### config.mk
export PLATFORM = sky130hd
export DESIGN_NAME = uart_rx_param
export DESIGN_NICKNAME = d
export VERILOG_FILES = /design/src/rtl/uart_rx_param.sv
export SDC_FILE = /design/constraint.sdc
export NUM_CORES = 1
export LEC_CHECK = 0
export CORE_ASPECT_RATIO = 0.8
export CORE_MARGIN = 4
export CORE_UTILIZATION = 40
export DETAILED_ROUTE_END_ITERATION = 7
export PLACE_DENSITY = 0.71
export SYNTH_ARGS = -nofsm -noshare
export SYNTH_HDL_FRONTEND = slang
export SYNTH_SLANG_ARGS = --single-unit
### constraint.sdc
create_clock -name CLK -period 7.6 [get_ports CLK]
set_input_delay 1.52 -clock CLK [delete_from_list [all_inputs] [get_ports CLK]]
set_output_delay 1.52 -clock CLK [all_outputs]
set_load 0.005 [all_outputs]
### src/rtl/uart_rx_param.sv
// Oversampling UART receiver with 5..9 data bits, optional even/odd parity and one or two stop bits.
// Each bit is decided by a 2-of-3 majority vote around mid-bit; good words go to P_DATA, bad frames pulse error flags.
module uart_rx_param #(
    parameter int DATA_WIDTH = 8,
    parameter int PRESCALE_W = 6
) (
    input  logic                  CLK,
    input  logic                  RST,
    input  logic                  RX_IN,
    input  logic                  PAR_EN,
    input  logic                  PAR_TYP,
    input  logic                  STOP2,
    input  logic [PRESCALE_W-1:0] Prescale,
    output logic [DATA_WIDTH-1:0] P_DATA,
    output logic                  Data_valid,
    output logic                  PAR_ERR,
    output logic                  STP_ERR,
    output logic                  Busy
);

    localparam int BW = (DATA_WIDTH > 8) ? 4 : 3;
    localparam logic [BW-1:0]         LAST_BIT = BW'(DATA_WIDTH - 1);
    localparam logic [PRESCALE_W-1:0] ONE      = PRESCALE_W'(1);

    typedef enum logic [2:0] {
        S_IDLE,
        S_START,
        S_DATA,
        S_PARITY,
        S_STOP1,
        S_STOP2
    } state_t;

    state_t                 state_q, state_d;
    logic [PRESCALE_W-1:0]  edge_cnt_q, edge_cnt_d;
    logic [BW-1:0]          bit_cnt_q, bit_cnt_d;
    logic [DATA_WIDTH-1:0]  shadow_q, shadow_d;
    logic [DATA_WIDTH-1:0]  p_data_q, p_data_d;
    logic                   dv_q, dv_d;
    logic                   pe_q, pe_d;
    logic                   se_q, se_d;
    logic                   busy_q, busy_d;
    logic                   rx_prev_q, rx_prev_d;
    logic [1:0]             samp_q, samp_d;
    logic                   par_en_q, par_en_d;
    logic                   par_typ_q, par_typ_d;
    logic                   stop2_q, stop2_d;
    logic [PRESCALE_W-1:0]  presc_q, presc_d;
    logic                   par_bad_q, par_bad_d;
    logic                   stop_bad_q, stop_bad_d;

    logic [PRESCALE_W-1:0]  half;
    logic                   at_s0, at_s1, at_dec, at_term;
    logic                   bit_val, stop_fail, presc_legal, finish;

    assign half        = presc_q >> 1;
    assign at_s0       = (edge_cnt_q == half - ONE);
    assign at_s1       = (edge_cnt_q == half);
    assign at_dec      = (edge_cnt_q == half + ONE);
    assign at_term     = (edge_cnt_q == presc_q - ONE);
    // Third vote is the live line value at the decision count.
    assign bit_val     = (samp_q[0] & samp_q[1]) | (samp_q[0] & RX_IN) | (samp_q[1] & RX_IN);
    assign stop_fail   = stop_bad_q | ~bit_val;
    assign presc_legal = (32'(Prescale) >= 32'd8) && !Prescale[0];

    always_comb begin
        state_d    = state_q;
        edge_cnt_d = edge_cnt_q;
        bit_cnt_d  = bit_cnt_q;
        shadow_d   = shadow_q;
        p_data_d   = p_data_q;
        dv_d       = 1'b0;
        pe_d       = 1'b0;
        se_d       = 1'b0;
        rx_prev_d  = RX_IN;
        samp_d     = samp_q;
        par_en_d   = par_en_q;
        par_typ_d  = par_typ_q;
        stop2_d    = stop2_q;
        presc_d    = presc_q;
        par_bad_d  = par_bad_q;
        stop_bad_d = stop_bad_q;
        finish     = 1'b0;

        if (state_q != S_IDLE) begin
            edge_cnt_d = at_term ? '0 : edge_cnt_q + ONE;
            if (at_s0) samp_d[0] = RX_IN;
            if (at_s1) samp_d[1] = RX_IN;
        end

        case (state_q)
            S_IDLE: begin
                edge_cnt_d = '0;
                bit_cnt_d  = '0;
                // Only a true high-to-low transition starts a frame.
                if (rx_prev_q && !RX_IN && presc_legal) begin
                    state_d    = S_START;
                    par_en_d   = PAR_EN;
                    par_typ_d  = PAR_TYP;
                    stop2_d    = STOP2;
                    presc_d    = Prescale;
                    par_bad_d  = 1'b0;
                    stop_bad_d = 1'b0;
                end
            end
            S_START: begin
                if (at_dec && bit_val) begin
                    state_d    = S_IDLE;
                    edge_cnt_d = '0;
                end else if (at_term) begin
                    state_d = S_DATA;
                end
            end
            S_DATA: begin
                if (at_dec) shadow_d = {bit_val, shadow_q[DATA_WIDTH-1:1]};
                if (at_term) begin
                    if (bit_cnt_q == LAST_BIT) begin
                        bit_cnt_d = '0;
                        state_d   = par_en_q ? S_PARITY : S_STOP1;
                    end else begin
                        bit_cnt_d = bit_cnt_q + BW'(1);
                    end
                end
            end
            S_PARITY: begin
                if (at_dec) par_bad_d = bit_val ^ (^shadow_q) ^ par_typ_q;
                if (at_term) state_d = S_STOP1;
            end
            S_STOP1: begin
                if (at_dec) begin
                    stop_bad_d = stop_fail;
                    if (!stop2_q) finish = 1'b1;
                end
                if (at_term && stop2_q) state_d = S_STOP2;
            end
            S_STOP2: begin
                if (at_dec) finish = 1'b1;
            end
            default: state_d = S_IDLE;
        endcase

        // Leave at the final stop decision so the next start edge is seen early.
        if (finish) begin
            state_d    = S_IDLE;
            edge_cnt_d = '0;
            if (par_bad_q || stop_fail) begin
                pe_d = par_bad_q;
                se_d = stop_fail;
            end else begin
                p_data_d = shadow_q;
                dv_d     = 1'b1;
            end
        end

        busy_d = (state_d != S_IDLE);
    end

    always_ff @(posedge CLK) begin
        if (!RST) begin
            state_q    <= S_IDLE;
            edge_cnt_q <= '0;
            bit_cnt_q  <= '0;
            shadow_q   <= '0;
            p_data_q   <= '0;
            dv_q       <= 1'b0;
            pe_q       <= 1'b0;
            se_q       <= 1'b0;
            busy_q     <= 1'b0;
            rx_prev_q  <= 1'b0;
            samp_q     <= '0;
            par_en_q   <= 1'b0;
            par_typ_q  <= 1'b0;
            stop2_q    <= 1'b0;
            presc_q    <= '0;
            par_bad_q  <= 1'b0;
            stop_bad_q <= 1'b0;
        end else begin
            state_q    <= state_d;
            edge_cnt_q <= edge_cnt_d;
            bit_cnt_q  <= bit_cnt_d;
            shadow_q   <= shadow_d;
            p_data_q   <= p_data_d;
            dv_q       <= dv_d;
            pe_q       <= pe_d;
            se_q       <= se_d;
            busy_q     <= busy_d;
            rx_prev_q  <= rx_prev_d;
            samp_q     <= samp_d;
            par_en_q   <= par_en_d;
            par_typ_q  <= par_typ_d;
            stop2_q    <= stop2_d;
            presc_q    <= presc_d;
            par_bad_q  <= par_bad_d;
            stop_bad_q <= stop_bad_d;
        end
    end

    assign P_DATA     = p_data_q;
    assign Data_valid = dv_q;
    assign PAR_ERR    = pe_q;
    assign STP_ERR    = se_q;
    assign Busy       = busy_q;

endmodule

==> results.ini <==
[run_status]
status = finished, final reports clean

[timing]
setup_violations = 0
tightest_slew_ns = 1.030
hold_viol = 0
fmax_mhz = 283.2
slew_violations = 0
fin_setup_tns_ns = 0
rsz0062_at_grt = false
slew_headroom = 0.3125
period_minus_slack_ns = 3.531
finalClockSkew_ns = 0.005604
finalCritPeriodShare = 0.4646

[placement]
place_area_um2 = 2771
dp_hpwl_mm = 4.059
finalWeightedCongestion = 0.8973
port_buffers = 23
dp.cells = 373

[pwr]
p_leak_nw = 1.103
vdd_ir_drop_max_mv = 0.08811
total_power_mw = 0.4581
cellPowerDensity_nw_per_um2 = 158.8

[clocking]
post_cts_buffers = 0
cts_root_buffer = clkbuf_8
clk_latency_ns = 0.31
cts_buffer_depth = 2
path_clk_slew_ns = 0.09
cts.repair.resized = 0
clock_sinks = 46
htree_levels = 2
cts_tree = done
cts_made_buffers = 5
hold_buffers = 0

[routing]
drtIter0Drc = 110
num_vias = 2056
postRouteWirelength_mm = 5.561
first_pass_iters = 4
antenna_left = 0
wire_per_inst_um = 14.60
drc_errors = 0
vias_per_cell = 5.396

[cells_and_area]
fin_cells = 381
syn2layout_area_growth_pct = 13.99
layout-drive-gt1-share = 0.05333
final_util = 0.4779
final_nets = 318
final_cell_area_um2 = 2885
antenna_cells = 0

[logic_synthesis]
yosysTopAreaCell = dfxtp_1
ys_warn_count = 0
synth-main-ff-cell = dfxtp_1
yosysSeqAreaShare = 0.3638
synthArstFlopShare = 0
synth_seq_cells = 46
synth_top_cell_area_share = 0.3638
ys_types = 54
synth_cells = 284
synthMostInstantiatedCell = dfxtp_1
syn_avg_cell_area_um2 = 8.913
synth_edf_count = 0
synthesis.nets = 303
synth_area_um2 = 2531
synth_common_cells = dfxtp_1 (46), nor2_1 (44), mux2i_1 (26)
synthTopCellsByArea = dfxtp_1 (36%), mux2i_1 (10%), nor2_1 (6.5%), xor2_1 (5.2%), xnor2_1 (4.5%)

[worst_setup_path]
critPathArrivalTime_ns = 3.69
worstPathMaxFanout = 8
endpoint_kind = register
worstPathRequired_ns = 7.76
worst-setup-path-type = primary input to register
critPathLaunchType = primary input

[global_routing]
grt_pass1_wl_mm = 9.397
grt_max_degree = 34
grt_overflow = 0
track_usage = 0.1504
first_global_vias = 1882
antenna_found_initial = 0

[floorplanning]
rows = 25
dieArea_um2 = 7672
ios = 24
die_height_um = 79.15
core-area_um2 = 6037
initial_core_util = 0.4193
die_w_um = 96.94

[hold_path]
hold_class = register to register

[flow_run]
cap_violations = 0

==> sequential cells by signal, summed over array words and instances (netlist names) <==
name	cells
rx_prev_q	1
shadow_q	8
edge_cnt_q	6
stop_bad_q	1
state_q	3
PAR_ERR	1
par_en_q	1
presc_q	6
Data_valid	1
P_DATA	8
stop2_q	1
par_bad_q	1
Busy	1
samp_q	2
par_typ_q	1
STP_ERR	1
bit_cnt_q	3
==> layout make-up <==
cell class / count / area, µm²
tap: 81 / 101.3
clock inverter: 3 / 45.04
sequential: 46 / 920.9
multi-input combinational: 212 / 1478
inverter: 11 / 41.29
fill: 564 / 3152
clock buffer: 5 / 68.82
timing repair buffer: 23 / 230.2
==> path summary, 6_finish.rpt <==
kind,from,endpoint,slack [ns],cells after the start
setup / recovery,RX_IN,P_DATA[5]$_SDFFE_PN0P_,4.07,7
hold / removal,P_DATA[1]$_SDFFE_PN0P_,P_DATA[1]$_SDFFE_PN0P_,0.50,2
setup reg to reg,presc_q[2]$_SDFFE_PN0P_,bit_cnt_q[0]$_SDFFE_PN0P_,4.57,8
hold reg to reg,P_DATA[1]$_SDFFE_PN0P_,P_DATA[1]$_SDFFE_PN0P_,0.50,2
==> cells in the final DEF, fill, tap and decap left out, drive strengths merged, types with 2 or more instances in the layout <==
master | Yosys | layout
a211oi | 4 | 4
a21o | 3 | 3
a21oi | 14 | 14
and2 | 2 | 2
and3 | 5 | 5
clkbuf | 5 | 5
clkdlybuf4s50 | 0 | 23
clkinvlp | 0 | 2
dfxtp | 46 | 46
ha | 7 | 7
inv | 11 | 11
mux2i | 26 | 26
nand2 | 11 | 11
nand2b | 3 | 3
nand3 | 5 | 5
nand4 | 4 | 4
nand4b | 2 | 2
nor2 | 44 | 44
nor2b | 2 | 2
nor3 | 9 | 9
nor4 | 3 | 3
o2111ai | 3 | 3
o211ai | 4 | 4
o21a | 2 | 2
o21ai | 5 | 5
o21bai | 2 | 2
or2 | 2 | 2
or3 | 5 | 5
xnor2 | 13 | 13
xor2 | 16 | 16
==> routing by layer <==
metal,wire length [µm],GRT usage
met1,2783,0.2217
met2,2420,0.2204
met4,81,0.05330
met3,275,0.02458
met5,0,0
==> report_power, final <==
| group | leakage [nW] | internal [mW] | switching (mW) |
|---|---|---|---|
| registers | 0.371 | 0.242 | 0.00227 |
| logic | 0.682 | 0.0121 | 0.0143 |
| clock network | 0.0504 | 0.0979 | 0.0891 |
==> per-stage QoR <==
step / setup slack [ns] / hold slack [ns]
after floorplan: 4.649 / 0.4578
after CTS: 4.057 / 0.5057
after detailed placement: 3.743 / 0.4820
final: 4.069 / 0.5036
after global routing: 3.877 / 0.5287
after global placement: 3.817 / 0.4749
==> kinds of logic after synthesis <==
logic type,share of synthesized area
DFF,0.3638
adders and majority gates,0.03460
xor gates and xnor gates,0.1033
muxes,0.1028
buffers and inverters,0.05240
AOI/OAI and AO/OA,0.1424
and+or+nand+nor,0.2007
==> worst max-delay path: stages <==
cell and delay (ns):
clkdlybuf4s50_1 0.58, a21o_1 0.16, o21ai_0 0.14, or3_1 0.40
nor4_4 0.56, mux2i_1 0.28, nor2_1 0.05
(Power assumes the default switching activity.)
